<file path="config.mk">
export PLATFORM = sky130hd
export DESIGN_NAME = icache_controller
export DESIGN_NICKNAME = d
export VERILOG_FILES = /design/src/rtl/icache_controller.sv
export SDC_FILE = /design/constraint.sdc
export NUM_CORES = 1
export LEC_CHECK = 0
export CAP_MARGIN = 10
export CELL_PAD_IN_SITES_DETAIL_PLACEMENT = 1
export CELL_PAD_IN_SITES_GLOBAL_PLACEMENT = 2
export CORE_UTILIZATION = 43
export DETAILED_ROUTE_END_ITERATION = 10
export PLACE_DENSITY_LB_ADDON = 0.1
export SLEW_MARGIN = 20
export SYNTH_ARGS = -nofsm -noshare
export SYNTH_HDL_FRONTEND = slang
export SYNTH_SLANG_ARGS = --single-unit
export TNS_END_PERCENT = 100
</file>
<file path="constraint.sdc">
create_clock -name clock -period 12.9 [get_ports clock]
set_clock_uncertainty 0.15 [all_clocks]
set_input_delay 2.58 -clock clock [delete_from_list [all_inputs] [get_ports clock]]
set_output_delay 2.58 -clock clock [all_outputs]
set_load 0.01 [all_outputs]
</file>
<file path="src/rtl/icache_controller.sv">
// Direct-mapped instruction cache controller: 16-byte lines, blocking refill from
// instruction memory, flush of all lines, saturating hit/miss statistics.
module icache_controller #(
  parameter int unsigned NUM_SETS = 8,
  parameter int unsigned CNT_W    = 16
) (
  input  logic             clock,
  input  logic             reset,
  input  logic             cpu_read,
  input  logic [31:0]      cpu_address,
  input  logic             flush,
  output logic [31:0]      instruction,
  output logic             busywait,
  output logic             mem_read,
  output logic [27:0]      mem_address,
  input  logic [127:0]     mem_readinst,
  input  logic             mem_busywait,
  output logic [CNT_W-1:0] hit_count,
  output logic [CNT_W-1:0] miss_count
);

  localparam int unsigned IdxW = $clog2(NUM_SETS);
  localparam int unsigned TagW = 28 - IdxW;

  typedef enum logic [1:0] {StIdle, StMemRead, StUpdate, StFlush} state_e;

  state_e              state_q;
  logic [NUM_SETS-1:0] valid_q;
  logic [TagW-1:0]     tag_q  [NUM_SETS];
  logic [127:0]        data_q [NUM_SETS];
  logic [127:0]        block_q;
  logic                issued_q;
  logic                mem_read_q;
  logic [27:0]         mem_addr_q;
  logic [CNT_W-1:0]    hit_cnt_q;
  logic [CNT_W-1:0]    miss_cnt_q;

  logic [IdxW-1:0] cpu_index;
  logic [TagW-1:0] cpu_tag;
  logic [1:0]      cpu_offset;
  logic [IdxW-1:0] fill_index;
  logic [TagW-1:0] fill_tag;
  logic            hit;
  logic            unused_addr_bits;

  assign cpu_offset       = cpu_address[3:2];
  assign cpu_index        = cpu_address[4 +: IdxW];
  assign cpu_tag          = cpu_address[31 -: TagW];
  assign fill_index       = mem_addr_q[IdxW-1:0];
  assign fill_tag         = mem_addr_q[27 -: TagW];
  // Byte-within-word bits play no part in instruction fetch.
  assign unused_addr_bits = ^cpu_address[1:0];

  // Hit detection, instruction select and stall generation.
  always_comb begin
    hit = cpu_read & valid_q[cpu_index] & (tag_q[cpu_index] == cpu_tag) &
          (state_q == StIdle) & ~flush;
    instruction = '0;
    if (hit) begin
      instruction = data_q[cpu_index][{cpu_offset, 5'b0} +: 32];
    end
    busywait = (state_q != StIdle) | (cpu_read & ~hit);
  end

  assign mem_read    = mem_read_q;
  assign mem_address = mem_addr_q;
  assign hit_count   = hit_cnt_q;
  assign miss_count  = miss_cnt_q;

  // Controller FSM with registered memory request, valid bits and counters.
  always_ff @(posedge clock or negedge reset) begin
    if (!reset) begin
      state_q    <= StIdle;
      valid_q    <= '0;
      block_q    <= '0;
      issued_q   <= 1'b0;
      mem_read_q <= 1'b0;
      mem_addr_q <= '0;
      hit_cnt_q  <= '0;
      miss_cnt_q <= '0;
    end else begin
      if (hit && (hit_cnt_q != '1)) begin
        hit_cnt_q <= hit_cnt_q + 1'b1;
      end
      unique case (state_q)
        StIdle: begin
          if (flush) begin
            state_q <= StFlush;
          end else if (cpu_read && !hit) begin
            state_q    <= StMemRead;
            mem_read_q <= 1'b1;
            issued_q   <= 1'b0;
            mem_addr_q <= cpu_address[31:4];
            if (miss_cnt_q != '1) begin
              miss_cnt_q <= miss_cnt_q + 1'b1;
            end
          end
        end
        StMemRead: begin
          // The first edge only marks the request as issued, so a fill never
          // completes on a stale mem_busywait=0 seen before memory reacted.
          if (!issued_q) begin
            issued_q <= 1'b1;
          end else if (!mem_busywait) begin
            state_q    <= StUpdate;
            mem_read_q <= 1'b0;
            issued_q   <= 1'b0;
            block_q    <= mem_readinst;
          end
        end
        StUpdate: begin
          valid_q[fill_index] <= 1'b1;
          state_q             <= StIdle;
        end
        StFlush: begin
          valid_q <= '0;
          state_q <= StIdle;
        end
        default: state_q <= StIdle;
      endcase
    end
  end

  // Tag and data storage; written only in UPDATE, never reset.
  always_ff @(posedge clock) begin
    if (state_q == StUpdate) begin
      tag_q[fill_index]  <= fill_tag;
      data_q[fill_index] <= block_q;
    end
  end

endmodule
</file>
==> out/results.tsv, run 1 <==
stage	metric	value	unit
timing	worst setup margin	3.129	ns
placed_design	DP Worst Slack	2.962	ns
clocking	worst skew pair latency	0.77	ns
power_and_ir_drop	Pint	9.449	mW
route	DR vias/cell	5.584	
floorplanning	Site Rows	130	
cells_and_area	fillcell total	10970	
global_route	largest net degree at the start of global routing	112	
timing	Slew @ Worst Pin	1.098	ns
timing	setup TNS	0	ns
timing	fin. max-slew vios	0	
route	TritonRoute pass-1 iters	5	
global_route	Global Route Usage Sum	20.59	%
timing	Max Fclk	102.3	MHz
route	wire length per cell	28.60	microns
critical_path	reg2reg end	mem_address[10]	
route	final wirelength	128300	microns
synth	Mean Syn Cell Area	23.02	sq um
placed_design	routability congestion estimate	0.7063	
cells_and_area	Multi-input gate area	12190	sq um
clocking	TritonCTS Buffers	152	
clocking	CTS tree	done	
synth	sequential share of the synthesized area	76.70	%
cells_and_area	Area Overhead vs Synth	17.65	%
critical_path	RR Startpoint	tag_q[4][24]	
power_and_ir_drop	total power	12.54	mW
power_and_ir_drop	clock power share	34.8	%
clocking	CTS Hold Bufs	0	
critical_path	critical path arrival	7.04	ns
floorplanning	Die Ht	357.8	microns
critical_path	FF-to-FF setup slack	8.47	ns
synth	synth warn	0	
global_route	global-route wire length before repair	189000	microns
critical_path	crit-path max FO	105	
cells_and_area	share of layout cells above drive strength 1	28.96	%
clocking	H-tree depth	4	
timing	Tmin final	9.771	ns
clocking	clock root buffer	clkbuf_16	
run_status	status	completed	
cells_and_area	Util after Layout	51.01	%
synth	mapped cell area	54450	sq um
timing	Slew Limit Headroom	26.83	%
global_route	initial antenna violation count	8	
floorplanning	die area	128000	sq um
critical_path	CP endpoint kind	output pin	
synth	Mapped Cells	2365	
power_and_ir_drop	switch share	24.65	%
global_route	vias in the first global route	27410	
critical_path	R2R cell count	11	
critical_path	Worst Path Required	10.17	ns
floorplanning	number of I/O pins	259	
route	via count	25050	
synth	Post-synth EDFFs	1224	
synth	Yosys cell types	40	
route	Antenna Violating Nets Remaining	0	
floorplanning	Initial Util	43.36	%
synth	synth top area cells	edfxtp_1 68%, mux4_2 15%, dfrtp_1 9.2%, mux2_2 3.4%, mux2i_1 1.1%	
synth	Yosys reg bits	1424	
route	DRT iter0 DRCs	1838	
timing	Hold Fails Final Rpt	0	
critical_path	critical path launch point	cpu_address[5]	
synth	Post-synth top flop	edfxtp_1	
power_and_ir_drop	Pwr per Cell Area	195.8	nW/um^2
floorplanning	Core Area	125600	sq um
power_and_ir_drop	Leak	21.20	nW
synth	Post-synth ARST share	14.04	%
power_and_ir_drop	Comb pwr share	10.6	%
clocking	post-cts resize count	0	
power_and_ir_drop	Sw Pwr	3.091	mW
clocking	Clock transition at path regs	0.06	ns
critical_path	Setup CP Type	in -> out	
timing	final setup violation count	0	
clocking	CTS sink count	1424	
cells_and_area	Final Net Count	2870	
power_and_ir_drop	Max IR drop VDD	146.0	uV
placed_design	PortBufs	256	
min_path	Hold Crit Class	reg -> reg	
job	max-cap viol count	0	
clocking	maximum buffer depth of the clock tree	3	
route	residual DRC count	0	
synth	post-synth top area cell	edfxtp_1	
synth	Synthesized Nets	2532	
cells_and_area	register area	41760	sq um
critical_path	Critical Path Sink	instruction[31]	
timing	crit share post-route	75.74	%
power_and_ir_drop	sequential share of power	54.6	%
timing	RSZ-0062 raised after global routing	no	
critical_path	CP Launch Type	input pin	
placed_design	post-detailed-placement half-perimeter wirelength	70160	microns
clocking	Post-CTS Setup Inserts	0	
synth	Synth top area share	67.51	%
floorplanning	Die Wd	357.8	microns
global_route	global route overflow	0	
==> critical path: stages <==
cell	delay, ns
buf_8	0.53
buf_12	0.63
mux4_2	0.59
mux2i_1	0.21
xor2_1	0.17
nand4_1	0.12
nor4_1	0.46
nand4_1	0.27
buf_4	0.33
nor2_1	0.28
clkdlybuf4s50_1	0.60
==> state kept, by name (all words and copies together), names as in the netlist <==
signal       flops
hit_count       16
state_q          2
data_q        1024
mem_address     28
issued_q         1
block_q        128
valid_q          8
mem_read         1
miss_count      16
tag_q          200
==> per-layer routing <==
layer,GRT usage (%),part of all wire (%),vias to the layer above
met5,0,0.010,-
met4,4.826,1.4,2
met2,34.70,51,560
met1,28.25,43,13800
li1,-,-,10560
met3,3.318,4.1,136
==> how the worst min path moves through the flow <==
| stage | from | endpoint | slack, ns | depth (start not counted) |
|---|---|---|---|---|
| after floorplan | valid_q[2] | valid_q[2] | 0.29 | 1 |
| after CTS | valid_q[0] | valid_q[0] | 0.33 | 1 |
| after detailed placement | valid_q[4] | valid_q[4] | 0.32 | 1 |
| final | valid_q[2] | valid_q[2] | 0.33 | 1 |
| after global placement | valid_q[4] | valid_q[4] | 0.30 | 1 |
| after global routing | valid_q[0] | valid_q[0] | 0.34 | 1 |
==> placed cells by master (no fill, tap or decap), types with 4 or more instances in the layout <==
cell / netlist / routed
clkbuf_8: 0 / 16
edfxtp_1: 1224 / 1224
inv_6: 0 / 8
nor2_4: 0 / 6
clkinv_2: 0 / 25
nor2_1: 47 / 41
dfrtp_1: 200 / 200
clkdlybuf4s50_1: 0 / 250
inv_1: 5 / 5
xnor2_1: 19 / 19
nand4_1: 15 / 15
a22oi_1: 4 / 4
xor2_1: 29 / 29
a21o_1: 8 / 8
nand2b_1: 8 / 8
and2_1: 5 / 5
clkbuf_16: 0 / 158
buf_4: 4 / 42
nor3_1: 10 / 8
nor4_1: 4 / 4
bufinv_16: 0 / 13
mux4_2: 368 / 368
clkinv_1: 0 / 19
buf_12: 0 / 5
nand3_1: 13 / 13
mux2i_1: 61 / 61
mux2_2: 163 / 163
nand2_1: 26 / 25
clkbuf_1: 55 / 42
clkinvlp_4: 0 / 4
and3_1: 13 / 12
==> area by class of cell <==
cell class,instances,area share [%]
antenna,2,0.007813
clock buffer,215,6.741
clock inverter,71,1.111
inverter,5,0.02930
multi-input combinational,818,19.03
sequential,1424,65.19
tap,1650,3.223
timing repair buffer,302,4.664
==> power by group through the flow <==
stage                     clock network (mW)  registers, mW  logic (mW)
final                                   4.36           6.85        1.33
after global routing                    4.63           6.97        1.42
after CTS                               4.47           6.87        1.37
after detailed placement                   0           6.96        1.36
after global placement                     0           6.85        1.34
after floorplan                            0           6.79       0.800
==> metrics by stage <==
stage	instance area, sq um	hold WS [ns]	cells
after floorplan	54450	0.2944	2365
after global placement	59000	0.3035	4198
after detailed placement	59000	0.3187	4198
after CTS	64030	0.3301	4484
after global routing	64050	0.3403	4485
final	64060	0.3269	4487
==> synthesized netlist by cell type, types with 3 or more instances <==
| library cell | instances |
|---|---|
| nand2b_1 | 8 |
| nor2_1 | 47 |
| a21o_1 | 8 |
| nand2_1 | 26 |
| inv_1 | 5 |
| mux4_2 | 368 |
| buf_6 | 5 |
| dfrtp_1 | 200 |
| and2_1 | 5 |
| nor4_1 | 4 |
| buf_4 | 4 |
| xnor2_1 | 19 |
| xor2_1 | 29 |
| mux2i_1 | 61 |
| nor3_1 | 10 |
| mux2_2 | 163 |
| buf_1 | 19 |
| nor3b_1 | 3 |
| nand3_1 | 13 |
| nand4_1 | 15 |
| a22oi_1 | 4 |
| nor2b_1 | 3 |
| and3_1 | 13 |
| o21ai_0 | 3 |
| buf_2 | 35 |
| clkbuf_1 | 55 |
| edfxtp_1 | 1224 |
==> cell families (layout without fill, tap and decap cells) <==
kind of cell,after synthesis,after routing,synth area share [%]
compound gates,20,20,0.2574
simple gates,155,155,1.466
flops,1424,1424,76.70
buf+inv,123,593,1.025
other cells,0,2,0
fa+ha+maj,2,2,0.04595
mux,593,593,19.74
xor+xnor,48,48,0.7721
No activity file was read; power rests on OpenSTA's default activity.
==> inputs of run 2 (changes only) <==
clock period = 8.9 ns   (was 12.9 ns; I/O delays follow)
==> run 2 against run 1 <==
Compared with the run above:
- global-route usage down 0.49 points
- count of clock-buffer cells in the layout up 1
- register-to-register slack worse by 3.8 ns
- setup slack worse by 1.7 ns
- total power up 43%
- clock power up 42%
- critical endpoint is now busywait
- highest routed layer unchanged
==> out/results.tsv, run 2 (same netlist as run 1, synthesis figures left out) <==
stage	metric	value	unit
cells_and_area	max FFs per register	1024	
global_route	global route overflow	0	
route	residual DRC count	0	
min_path	worst hold start	valid_q[0]	
floorplanning	Core Area	125600	sq um
clocking	H-tree depth	4	
timing	Slew @ Worst Pin	1.127	ns
clocking	CTS sink count	1424	
timing	fin. max-slew vios	0	
power_and_ir_drop	total power	17.99	mW
timing	Slew Limit Headroom	24.89	%
clocking	post-cts resize count	0	
min_path	WHS Endpoint	valid_q[0]	
critical_path	crit-path max FO	65	
critical_path	R2R cell count	11	
floorplanning	Site Rows	130	
floorplanning	Die Wd	357.8	microns
cells_and_area	register area	41760	sq um
route	final wirelength	125000	microns
global_route	Global Route Usage Sum	20.11	%
floorplanning	Die Ht	357.8	microns
floorplanning	Initial Util	43.36	%
route	DR vias/cell	5.580	
power_and_ir_drop	Max IR drop VDD	168.8	uV
cells_and_area	share of layout cells above drive strength 1	28.73	%
cells_and_area	Area Overhead vs Synth	17.49	%
power_and_ir_drop	Leak	21.14	nW
timing	RSZ-0062 raised after global routing	no	
timing	final setup violation count	0	
min_path	Hold Crit Class	reg -> reg	
job	max-cap viol count	0	
critical_path	CP Launch Type	input pin	
run_status	status	completed	
route	TritonRoute pass-1 iters	5	
route	wire length per cell	27.93	microns
global_route	initial antenna violation count	12	
clocking	CTS Hold Bufs	0	
cells_and_area	fillcell total	10950	
cells_and_area	Biggest register	data_q	
placed_design	post-detailed-placement half-perimeter wirelength	64060	microns
timing	crit share post-route	84.23	%
cells_and_area	biggest regs	data_q x1024, tag_q x200, block_q x128	
cells_and_area	commonest non-fill, non-tap cell in the layout	edfxtp_1	
timing	setup TNS	0	ns
clocking	worst skew pair latency	0.76	ns
route	DRT iter0 DRCs	1707	
critical_path	CP endpoint kind	output pin	
clocking	Post-CTS Setup Inserts	0	
cells_and_area	commonest non-fill, non-tap cells in the layout	1224 x edfxtp_1, 368 x mux4_2, 250 x clkdlybuf4s50_1, 200 x dfrtp_1, 163 x mux2_2	
critical_path	RR Startpoint	tag_q[7][10]	
route	via count	24980	
min_path	hold depth	1	
critical_path	Worst Path Required	6.97	ns
critical_path	FF-to-FF setup slack	4.66	ns
floorplanning	die area	128000	sq um
placed_design	PortBufs	256	
clocking	Clock transition at path regs	0.06	ns
cells_and_area	Final Net Count	2860	
route	Antenna Violating Nets Remaining	0	
clocking	CTS tree	done	
global_route	global-route wire length before repair	185700	microns
timing	Max Fclk	133.4	MHz
timing	Hold Fails Final Rpt	0	
floorplanning	number of I/O pins	259	
clocking	TritonCTS Buffers	152	
cells_and_area	Multi-input gate area	12200	sq um
critical_path	reg2reg end	mem_address[7]	
timing	Tmin final	7.496	ns
power_and_ir_drop	Pwr per Cell Area	281.2	nW/um^2
placed_design	routability congestion estimate	0.7135	
clocking	maximum buffer depth of the clock tree	3	
clocking	clock root buffer	clkbuf_16	
critical_path	Setup CP Type	in -> out	
critical_path	critical path arrival	5.57	ns
global_route	largest net degree at the start of global routing	157	
global_route	vias in the first global route	27350	
## run 2: changes by cell type in the layout (fill, tap and decap cells not counted), sizes merged
| cell | previous run | this run |
|---|---|---|
| inv | 13 | 11 |
| clkbuf | 216 | 217 |
| bufinv | 13 | 8 |
| buf | 51 | 41 |
| diode | 2 | 4 |
| clkinv | 46 | 52 |
| clkinvlp | 4 | 2 |
## run 2: how the worst max path moves through the flow
| stage | from | end | slack, ns | cells after the start |
|---|---|---|---|---|
| 2_1_floorplan | state_q[0] | data_q[1][0] | 0.70 | 3 |
| 3_3_place_gp | cpu_address[6] | busywait | 1.29 | 13 |
| 3_5_place_dp | cpu_address[6] | busywait | 1.29 | 13 |
| 4_1_cts | cpu_address[6] | busywait | 1.27 | 13 |
| 5_1_grt | cpu_address[6] | busywait | 1.13 | 13 |
| 6_report | cpu_address[6] | busywait | 1.40 | 13 |
## run 2: final cells by class
class | count | share of cell area (%)
inverter | 5 | 0.02934
multi-input combinational | 818 | 19.07
clock inverter | 68 | 0.8997
tap | 1650 | 3.227
clock buffer | 216 | 6.773
antenna | 4 | 0.01565
timing repair buffer | 292 | 4.704
sequential | 1424 | 65.28
## run 2: metal layers
metal	vias up	GRT usage, %	wire (microns)
met5	-	0	45
met4	8	5.234	2310
met3	166	3.980	6495
met2	560	32.27	61040
met1	13710	28.32	55160
li1	10540	-	-
## run 2: power breakdown
group,switching [mW],internal [mW],leakage (nW)
sequential,0.939,8.99,13.5
clock,2.55,3.63,2.43
combinational,0.939,0.949,5.21
## run 2: through the flow
| step | instances | utilization [%] | hold WS, ns | cell area (sq um) | worst slack [ns] |
|---|---|---|---|---|---|
| floorplan | 2365 | - | 0.2944 | 54460 | 0.7032 |
| global placement | 4189 | 47.03 | 0.3038 | 59050 | 1.287 |
| detailed placement | 4189 | 47.03 | 0.3148 | 59050 | 1.286 |
| CTS | 4473 | 50.94 | 0.3280 | 63960 | 1.270 |
| global route | 4473 | 50.94 | 0.3339 | 63960 | 1.134 |
| finish | 4477 | 50.95 | 0.3227 | 63970 | 1.404 |
## run 2: worst max-delay path: stages
cell,delay [ns]
clkbuf_8,0.64
buf_4,0.58
mux4_2,0.38
nand2_1,0.09
nand2_1,0.07
xor2_1,0.14
nor4_1,0.31
nand4_1,0.21
buf_12,0.28
buf_4,0.28
nand2_1,0.13
nand2_1,0.08
clkdlybuf4s50_1,0.48
